File: config.mk
export PLATFORM = sky130hd
export DESIGN_NAME = filter_pad_inserter
export DESIGN_NICKNAME = d
export VERILOG_FILES = /design/src/rtl/filter_pad_inserter.sv
export SDC_FILE = /design/constraint.sdc
export NUM_CORES = 1
export LEC_CHECK = 0
export BUFFER_PORTS_ARGS = -buffer_cell sky130_fd_sc_hd__buf_2
export CAP_MARGIN = 40
export CORE_ASPECT_RATIO = 1.1
export CORE_UTILIZATION = 45
export CTS_BUF_LIST = sky130_fd_sc_hd__clkbuf_4 sky130_fd_sc_hd__clkbuf_8
export CTS_CLUSTER_SIZE = 20
export DETAILED_ROUTE_END_ITERATION = 10
export PLACE_DENSITY_LB_ADDON = 0.2
export REMOVE_ABC_BUFFERS = 1
export SETUP_SLACK_MARGIN = 0.1
export SYNTH_ARGS = -nofsm -noshare
export SYNTH_HDL_FRONTEND = slang
export SYNTH_SLANG_ARGS = --single-unit
export TNS_END_PERCENT = 10
File: constraint.sdc
create_clock -name clk -period 1.9 [get_ports clk]
set_input_delay 0.095 -clock clk [delete_from_list [all_inputs] [get_ports clk]]
set_output_delay 0.095 -clock clk [all_outputs]
set_load 0.005 [all_outputs]
File: src/rtl/filter_pad_inserter.sv
// Inserts boundaryWidth zero rows/columns around each RGB frame ahead of the kernel filter.
// Latency: 1 cycle from accepted input pixel (or pad decision) to registered oValid.
// Backpressure: holds output while iReady is low; stalls upstream (oReady=0) while pads are emitted.
//
// Ports:
//   clk, reset     - clock, asynchronous active-low reset
//   iValid/iData   - upstream pixel stream {R,G,B}; oReady accepts it
//   oValid/oData   - padded output stream, accepted by iReady; oPad flags pad pixels
//   oDone          - one-cycle pulse once the last padded pixel of a frame is accepted
module filter_pad_inserter #(
    parameter int width      = 320,
    parameter int height     = 240,
    parameter int kernelSize = 7
) (
    input  logic        clk,
    input  logic        reset,
    input  logic        iValid,
    input  logic [23:0] iData,
    output logic        oReady,
    output logic        oValid,
    output logic [23:0] oData,
    input  logic        iReady,
    output logic        oPad,
    output logic        oDone
);

    localparam int BW   = (kernelSize - 1) / 2;
    localparam int PADW = width + 2 * BW;
    localparam int PADH = height + 2 * BW;
    localparam int XW   = $clog2(PADW + 1);
    localparam int YW   = $clog2(PADH + 1);

    localparam logic [XW-1:0] X_LAST = XW'(PADW - 1);
    localparam logic [YW-1:0] Y_LAST = YW'(PADH - 1);

    typedef enum logic [1:0] {
        IDLE  = 2'd0,
        RUN   = 2'd1,
        FLUSH = 2'd2
    } state_t;

    state_t          state;
    state_t          state_nxt;
    logic [XW-1:0]   x_cnt;
    logic [YW-1:0]   y_cnt;

    logic is_pad;
    logic ld_ok;
    logic load;
    logic last_pos;

    // Integer compares keep the BW=0 case free of always-false unsigned tests.
    assign is_pad = (int'(x_cnt) < BW) || (int'(x_cnt) >= width + BW) ||
                    (int'(y_cnt) < BW) || (int'(y_cnt) >= height + BW);

    // Output register is free to take a new pixel when empty or being drained.
    assign ld_ok    = (state == RUN) && (!oValid || iReady);
    assign oReady   = ld_ok && !is_pad;
    assign load     = ld_ok && (is_pad || iValid);
    assign last_pos = (x_cnt == X_LAST) && (y_cnt == Y_LAST);

    always_comb begin
        state_nxt = state;
        case (state)
            IDLE:    if (iValid) state_nxt = RUN;
            RUN:     if (load && last_pos) state_nxt = FLUSH;
            FLUSH:   if (oValid && iReady) state_nxt = IDLE;
            default: state_nxt = IDLE;
        endcase
    end

    always_ff @(posedge clk or negedge reset) begin
        if (!reset) begin
            state <= IDLE;
        end else begin
            state <= state_nxt;
        end
    end

    always_ff @(posedge clk or negedge reset) begin
        if (!reset) begin
            oValid <= 1'b0;
            oData  <= 24'd0;
            oPad   <= 1'b0;
            oDone  <= 1'b0;
            x_cnt  <= '0;
            y_cnt  <= '0;
        end else begin
            oDone <= 1'b0;
            case (state)
                RUN: begin
                    if (load) begin
                        oValid <= 1'b1;
                        oData  <= is_pad ? 24'd0 : iData;
                        oPad   <= is_pad;
                        if (x_cnt == X_LAST) begin
                            x_cnt <= '0;
                            y_cnt <= (y_cnt == Y_LAST) ? '0 : y_cnt + YW'(1);
                        end else begin
                            x_cnt <= x_cnt + XW'(1);
                        end
                    end else if (iReady) begin
                        // Data slot with no upstream pixel: the held one has drained.
                        oValid <= 1'b0;
                    end
                end
                FLUSH: begin
                    if (oValid && iReady) begin
                        oValid <= 1'b0;
                        oDone  <= 1'b1;
                    end
                end
                default: begin
                end
            endcase
        end
    end

endmodule

==> results of run 1 <==
-- metal layers --
metal	GRT usage [%]	vias up	routed length, um
met5	0	-	0
met2	35.4	35	2590
li1	-	898	-
met1	26.5	905	2280
met4	9.03	0	99
met3	3.53	9	132
-- layout by cell type, fill, tap and decap left out, drive strengths merged, types with 2 or more instances in the layout --
master,count
buf,92
nor4bb,2
or4,2
a21o,2
dlygate4sd3,7
nand2,14
o21ai,12
a41o,2
nor3,6
nor2,8
dfrtp,46
nand3,9
inv,7
ha,4
clkinv,2
nor2b,2
nor4,4
and3,5
a22o,24
xor2,3
o31ai,6
or3,2
a31oi,3
clkbuf,6
o41ai,2
mux2,2
-- worst paths after layout --
kind | endpoint | startpoint | slack, ps
worst max-delay path | oReady | x_cnt[0] | -180
worst min-delay path | oData[12] | iData[12] | 10
worst max register to register | oData[9] | x_cnt[0] | -160
worst min register to register | state[0] | state[1] | 470
max in group asynchronous | oData[4] | reset | 1120
min in group asynchronous | x_cnt[8] | reset | 240
-- state kept, by name, indices dropped and copies added (netlist names) --
signal	count
oDone	1
oData	24
oValid	1
oPad	1
x_cnt	9
y_cnt	8
state	2
-- where the power goes --
group          internal (uW)  switching, uW  total [uW]
Clock                    259            333         592
Sequential              1310            234        1550
Combinational            986            804        1790
-- kinds of logic (layout without fill, tap and decap cells) --
group           Yosys count  after routing  synth area share, %
mux                       3              3                 2.10
xor+xnor                  3              3                 1.22
compound gates           57             57                 20.8
flops                    46             46                 53.6
buf+inv                  18            115                 5.12
fa+ha+maj                 4              4                 2.33
simple gates             57             57                 14.8
-- cell type report --
type,count,area (sq um)
Tap cell,56,70.1
Inverter,7,26.3
Multi-Input combinational cell,124,1000
Fill cell,369,1570
Timing Repair Buffer,100,713
Clock inverter,3,21.3
Clock buffer,5,68.8
Sequential cell,46,1150
-- critical path, cell delays in order, from the launching register on --
cell and delay, ps:
dfrtp_1 420, a2111oi_4 390, mux2_4 370, buf_4 140
nor4_1 200, buf_2 170
-- per-stage QoR --
stage	setup WS (ps)	total power (uW)	hold slack, ps	utilization [%]
floorplan	-1590	2210	-201	-
global placement	-230	2950	38.4	58.2
detailed placement	-313	2970	42.1	58.2
CTS	-200	3780	0.143	63.7
global route	-244	4200	7.87	66.1
finish	-177	3930	10.5	66.1
-- repair_timing --
action | 4_1_cts | 5_1_grt
pin swaps | 1 | 5
gates resized for setup | 12 | 16
hold buffers | 7 | 0
cloned | 1 | 1
buffers inserted | 2 | 2
hold endpoints to repair | 22 | 0
endpoints found under the setup margin | 45 | 43
==> flow_summary.toml, run 1 <==
[outcome]
outcome = "complete, but fails checks"
violations = "setup timing"

[timing]
period_needed_ps = 2080
hold_viol_final = 0
timing.fmax_mhz = 482
relSlewSlack_pct = 74.3
rsz0062_at_grt = "yes"
clock_skew_ps = 5.36
setup_viol = 34
tns_ps = -4200
timing.final.ws_setup_ps = -177
post-route-period-util_pct = 109
tightestPinTransition_ps = 386
final_max_slew_viol_count = 0

[grt]
grt_usage_pct = 21.1
antenna_found_initial = 0
grt_max_degree = 25
grt_pass1_vias = 1703
grt_pass1_wl_mm = 7.79
grt_overflow = 0

[synth]
synth_cell_type_count = 42
synth_ff_type = "dfrtp_1"
ys_ff_latch = 46
yosys.area.top_type_share_pct = 53.6
yosysMostFrequentCell = "dfrtp_1"
synth_area_leaders = "dfrtp_1 (54%), a22o_1 (9.8%), nand2_1 (2.4%)"
synth-edff-count = 0
yosysWarnings = 0
yosysTopAreaCell = "dfrtp_1"
async_flop_share_pct = 100
synthTopCellsByCount = "dfrtp_1 (46), a22o_1 (24), nand2_1 (14)"
synth.cell_area_sq_mm = 0.00215
netlist_instances = 188
avgSynthCellArea_sq_um = 11.4
yosysSeqAreaShare_pct = 53.6

[setup_path]
worst_setup_path_end_kind = "output port"
worstPathMaxFanout = 3
required_ps = 1800
reg2reg_depth = 6
start_kind = "flip-flop"
setup.worst_path.class = "reg2out"
cp.arrival_ps = 1980

[hold_path]
worstHoldPathType = "in2reg"
holdPathStages = 2

[floorplanning]
dieArea_sq_mm = 0.00506
rows = 26
num_io_pins = 56
start_util_pct = 46.5
die_h_um = 74.5
die_w_um = 67.9
core_sq_mm = 0.00462

[route]
viasPerCell = 5.42
ant_nets = 0
first_iter_violations = 95
vias = 1847
wl_mm = 5.10
drc = 0
dr.pass1.iters = 4
post_drt_wl_per_cell_um = 15.0

[clocking]
cts_root_buffer = "clkbuf_8"
clk_latency_ps = 300
cts_buffers = 5
cts_tree = "built"
cts.sinks = 46
cts_buffer_depth = 2
htree_levels = 2
clk_pin_slew_worst_paths_ps = 90

[final_layout]
stdcell_area_sq_mm = 0.00305
n_antenna_cell = 0
area_growth_pct = 42.0
final_layout_size_suffix_gt1_share_pct = 43.9
fin_cells = 341
num-nets-final = 316

[place]
dp_hpwl_mm = 3.27
port_buffers = 55
gp_congestion = 0.776
placed_area_sq_mm = 0.00269
place_inst = 320

[power_and_ir_drop]
powerDensity_mw_per_mm2 = 1290
leakagePower_uw = 0.00154
vdd_ir_drop_max_uv = 843

[job]
max-cap-violations = 0
Power figures use the tool's default switching activity.
==> run 2: changes to the inputs <==
Settings changed: CELL_PAD_IN_SITES_DETAIL_PLACEMENT set to 0, CELL_PAD_IN_SITES_GLOBAL_PLACEMENT set to 1, CORE_UTILIZATION 45 to 38, REMOVE_ABC_BUFFERS 1 to not set, SETUP_SLACK_MARGIN 0.1 to 0.3.
==> run 2 against run 1 <==
The flow still finishes with violations (setup timing). Register-to-register slack gained 50 ps. Sequential share of layout area shrank 0.35 points. Core utilization shrank 9.3 points. Clock skew grew 2.0 ps. Wire length grew 2.4%. Clock-buffer cell count is the same. Largest cell class unchanged. Highest routed layer unchanged.
==> flow_summary.toml, run 2 (same netlist as run 1, synthesis figures left out) <==
[route]
first_iter_violations = 64
ant_nets = 0
dr.pass1.iters = 4
wl_mm = 5.23
drc = 0
vias = 1874
post_drt_wl_per_cell_um = 14.4
viasPerCell = 5.15

[timing]
rsz0062_at_grt = "yes"
setup_viol = 35
hold_slack_ps = 5.22
hold_viol_final = 0
timing.final.ws_setup_ps = -117
relSlewSlack_pct = 61.1
final_max_slew_viol_count = 0
period_needed_ps = 2020
tightestPinTransition_ps = 584
timing.fmax_mhz = 496
clock_skew_ps = 7.35
post-route-period-util_pct = 106

[grt]
grt_overflow = 0
antenna_found_initial = 0
grt_usage_pct = 18.5
grt_max_degree = 47
grt_pass1_wl_mm = 8.25
grt_pass1_vias = 1726

[power_and_ir_drop]
powerDensity_mw_per_mm2 = 1300
vdd_ir_drop_max_uv = 618
leakagePower_uw = 0.00154
total_power_uw = 3990

[setup_path]
reg2reg_depth = 6
worst_setup_path_end_kind = "output port"
path_cells = "a2111oi_4 > mux2_4 > buf_4 > nor4_4 > buf_2"
cp_slowest_cell = "dfrtp_1"
r2r_slack_ps = -110
start_kind = "flip-flop"
r2r-start = "x_cnt[0]"
worstPathMaxFanout = 3
cp_num_buf_inv = 2
cp.arrival_ps = 1920
reg2reg_to = "oData[12]"
setup.worst_path.class = "reg2out"
path_delay_family = "flip-flops"
required_ps = 1800
max_stage_delay_ps = 420

[hold_path]
whs_endpoint = "oData[11]"
worstHoldPathType = "in2reg"
hp-start = "iData[11]"
holdPathStages = 2

[place]
port_buffers = 55
dp_hpwl_mm = 3.57
place_inst = 341
gp_congestion = 0.758
dpl_worst_slack_ps = -176

[final_layout]
regMostFlops = "oData"
multi_input_area_sq_um = 963
num-nets-final = 320
final_layout_size_suffix_gt1_share_pct = 39.1
fin_cells = 364
final_cell_mix = "buf_2 (55), dfrtp_1 (45), buf_4 (30), a22o_1 (24)"
top_regs = "oData (24), x_cnt (9), y_cnt (8)"
utilization_pct = 56.7
n_antenna_cell = 0
final_common_cell = "buf_2"
regArea_sq_mm = 0.00115
area_growth_pct = 43.3
largest_register_ffs = 24
final.fill_count = 473

[clocking]
clk_pin_slew_worst_paths_ps = 90
cts_root_buffer = "clkbuf_8"
clk_latency_ps = 300
cts_buffer_depth = 2
cts_buffers = 5
cts_tree = "built"
cts.sinks = 46
htree_levels = 2

[job]
max-cap-violations = 0

[floorplanning]
core_sq_mm = 0.00543
start_util_pct = 39.6
rows = 28
num_io_pins = 56
die_w_um = 73.7
die_h_um = 80.9
dieArea_sq_mm = 0.00596

[outcome]
outcome = "complete, but fails checks"
violations = "setup timing"

[synth]
syn_nets = 220
[run 2: area by class of cell]
| class | count | area share, % |
|---|---|---|
| Timing Repair Buffer | 104 | 23.8 |
| Sequential cell | 46 | 37.4 |
| Clock inverter | 3 | 1.42 |
| Tap cell | 75 | 3.05 |
| Inverter | 7 | 0.853 |
| Multi-Input combinational cell | 124 | 31.3 |
| Clock buffer | 5 | 2.23 |
[run 2: worst register-to-register path: stages, from the launching register on]
cell	delay [ps]
dfrtp_1	420
a2111oi_4	390
mux2_4	360
o41ai_4	290
buf_12	200
buf_12	140
a22o_1	140
[run 2: worst max-delay path by stage]
stage / from / to / slack (ps) / cells after the start
after floorplan: x_cnt[0] / x_cnt[3] / -90 / 7
after global placement: x_cnt[0] / x_cnt[5] / -80 / 7
after detailed placement: x_cnt[3] / oData[17] / -180 / 6
after CTS: x_cnt[0] / oData[17] / -140 / 6
after global routing: y_cnt[0] / x_cnt[3] / -200 / 6
final: x_cnt[0] / oReady / -120 / 5
[run 2: stage by stage]
step	TNS, ps	instance area, sq um
2_1_floorplan	-1870	2160
3_3_place_gp	-2230	2760
3_5_place_dp	-4990	2760
4_1_cts	-3680	3000
5_1_grt	-6070	3080
6_report	-3000	3080
[run 2: layer usage]
metal / track usage, % / wire length, um / part of all wire (%)
met5: 0 / 0 / 0
met4: 6.15 / 63 / 1.2
met3: 4.34 / 151 / 2.9
met2: 29.5 / 2630 / 50
met1: 24.6 / 2380 / 46
[run 2: report_power, final]
group	leakage, uW	switching [uW]	internal (uW)
clock network	0.0000585	342	394
registers	0.000587	235	1320
logic	0.000897	760	946
total	0.00154	1340	2660
[run 2: repair_timing]
action | 4_1_cts | 5_1_grt
resized for setup | 10 | 2
setup buffers | 1 | 0
gates cloned | 0 | 0
hold buffers | 7 | 7
endpoints found under the setup margin | 45 | 46
pin swaps | 17 | 0
hold endpoints to repair | 52 | 7
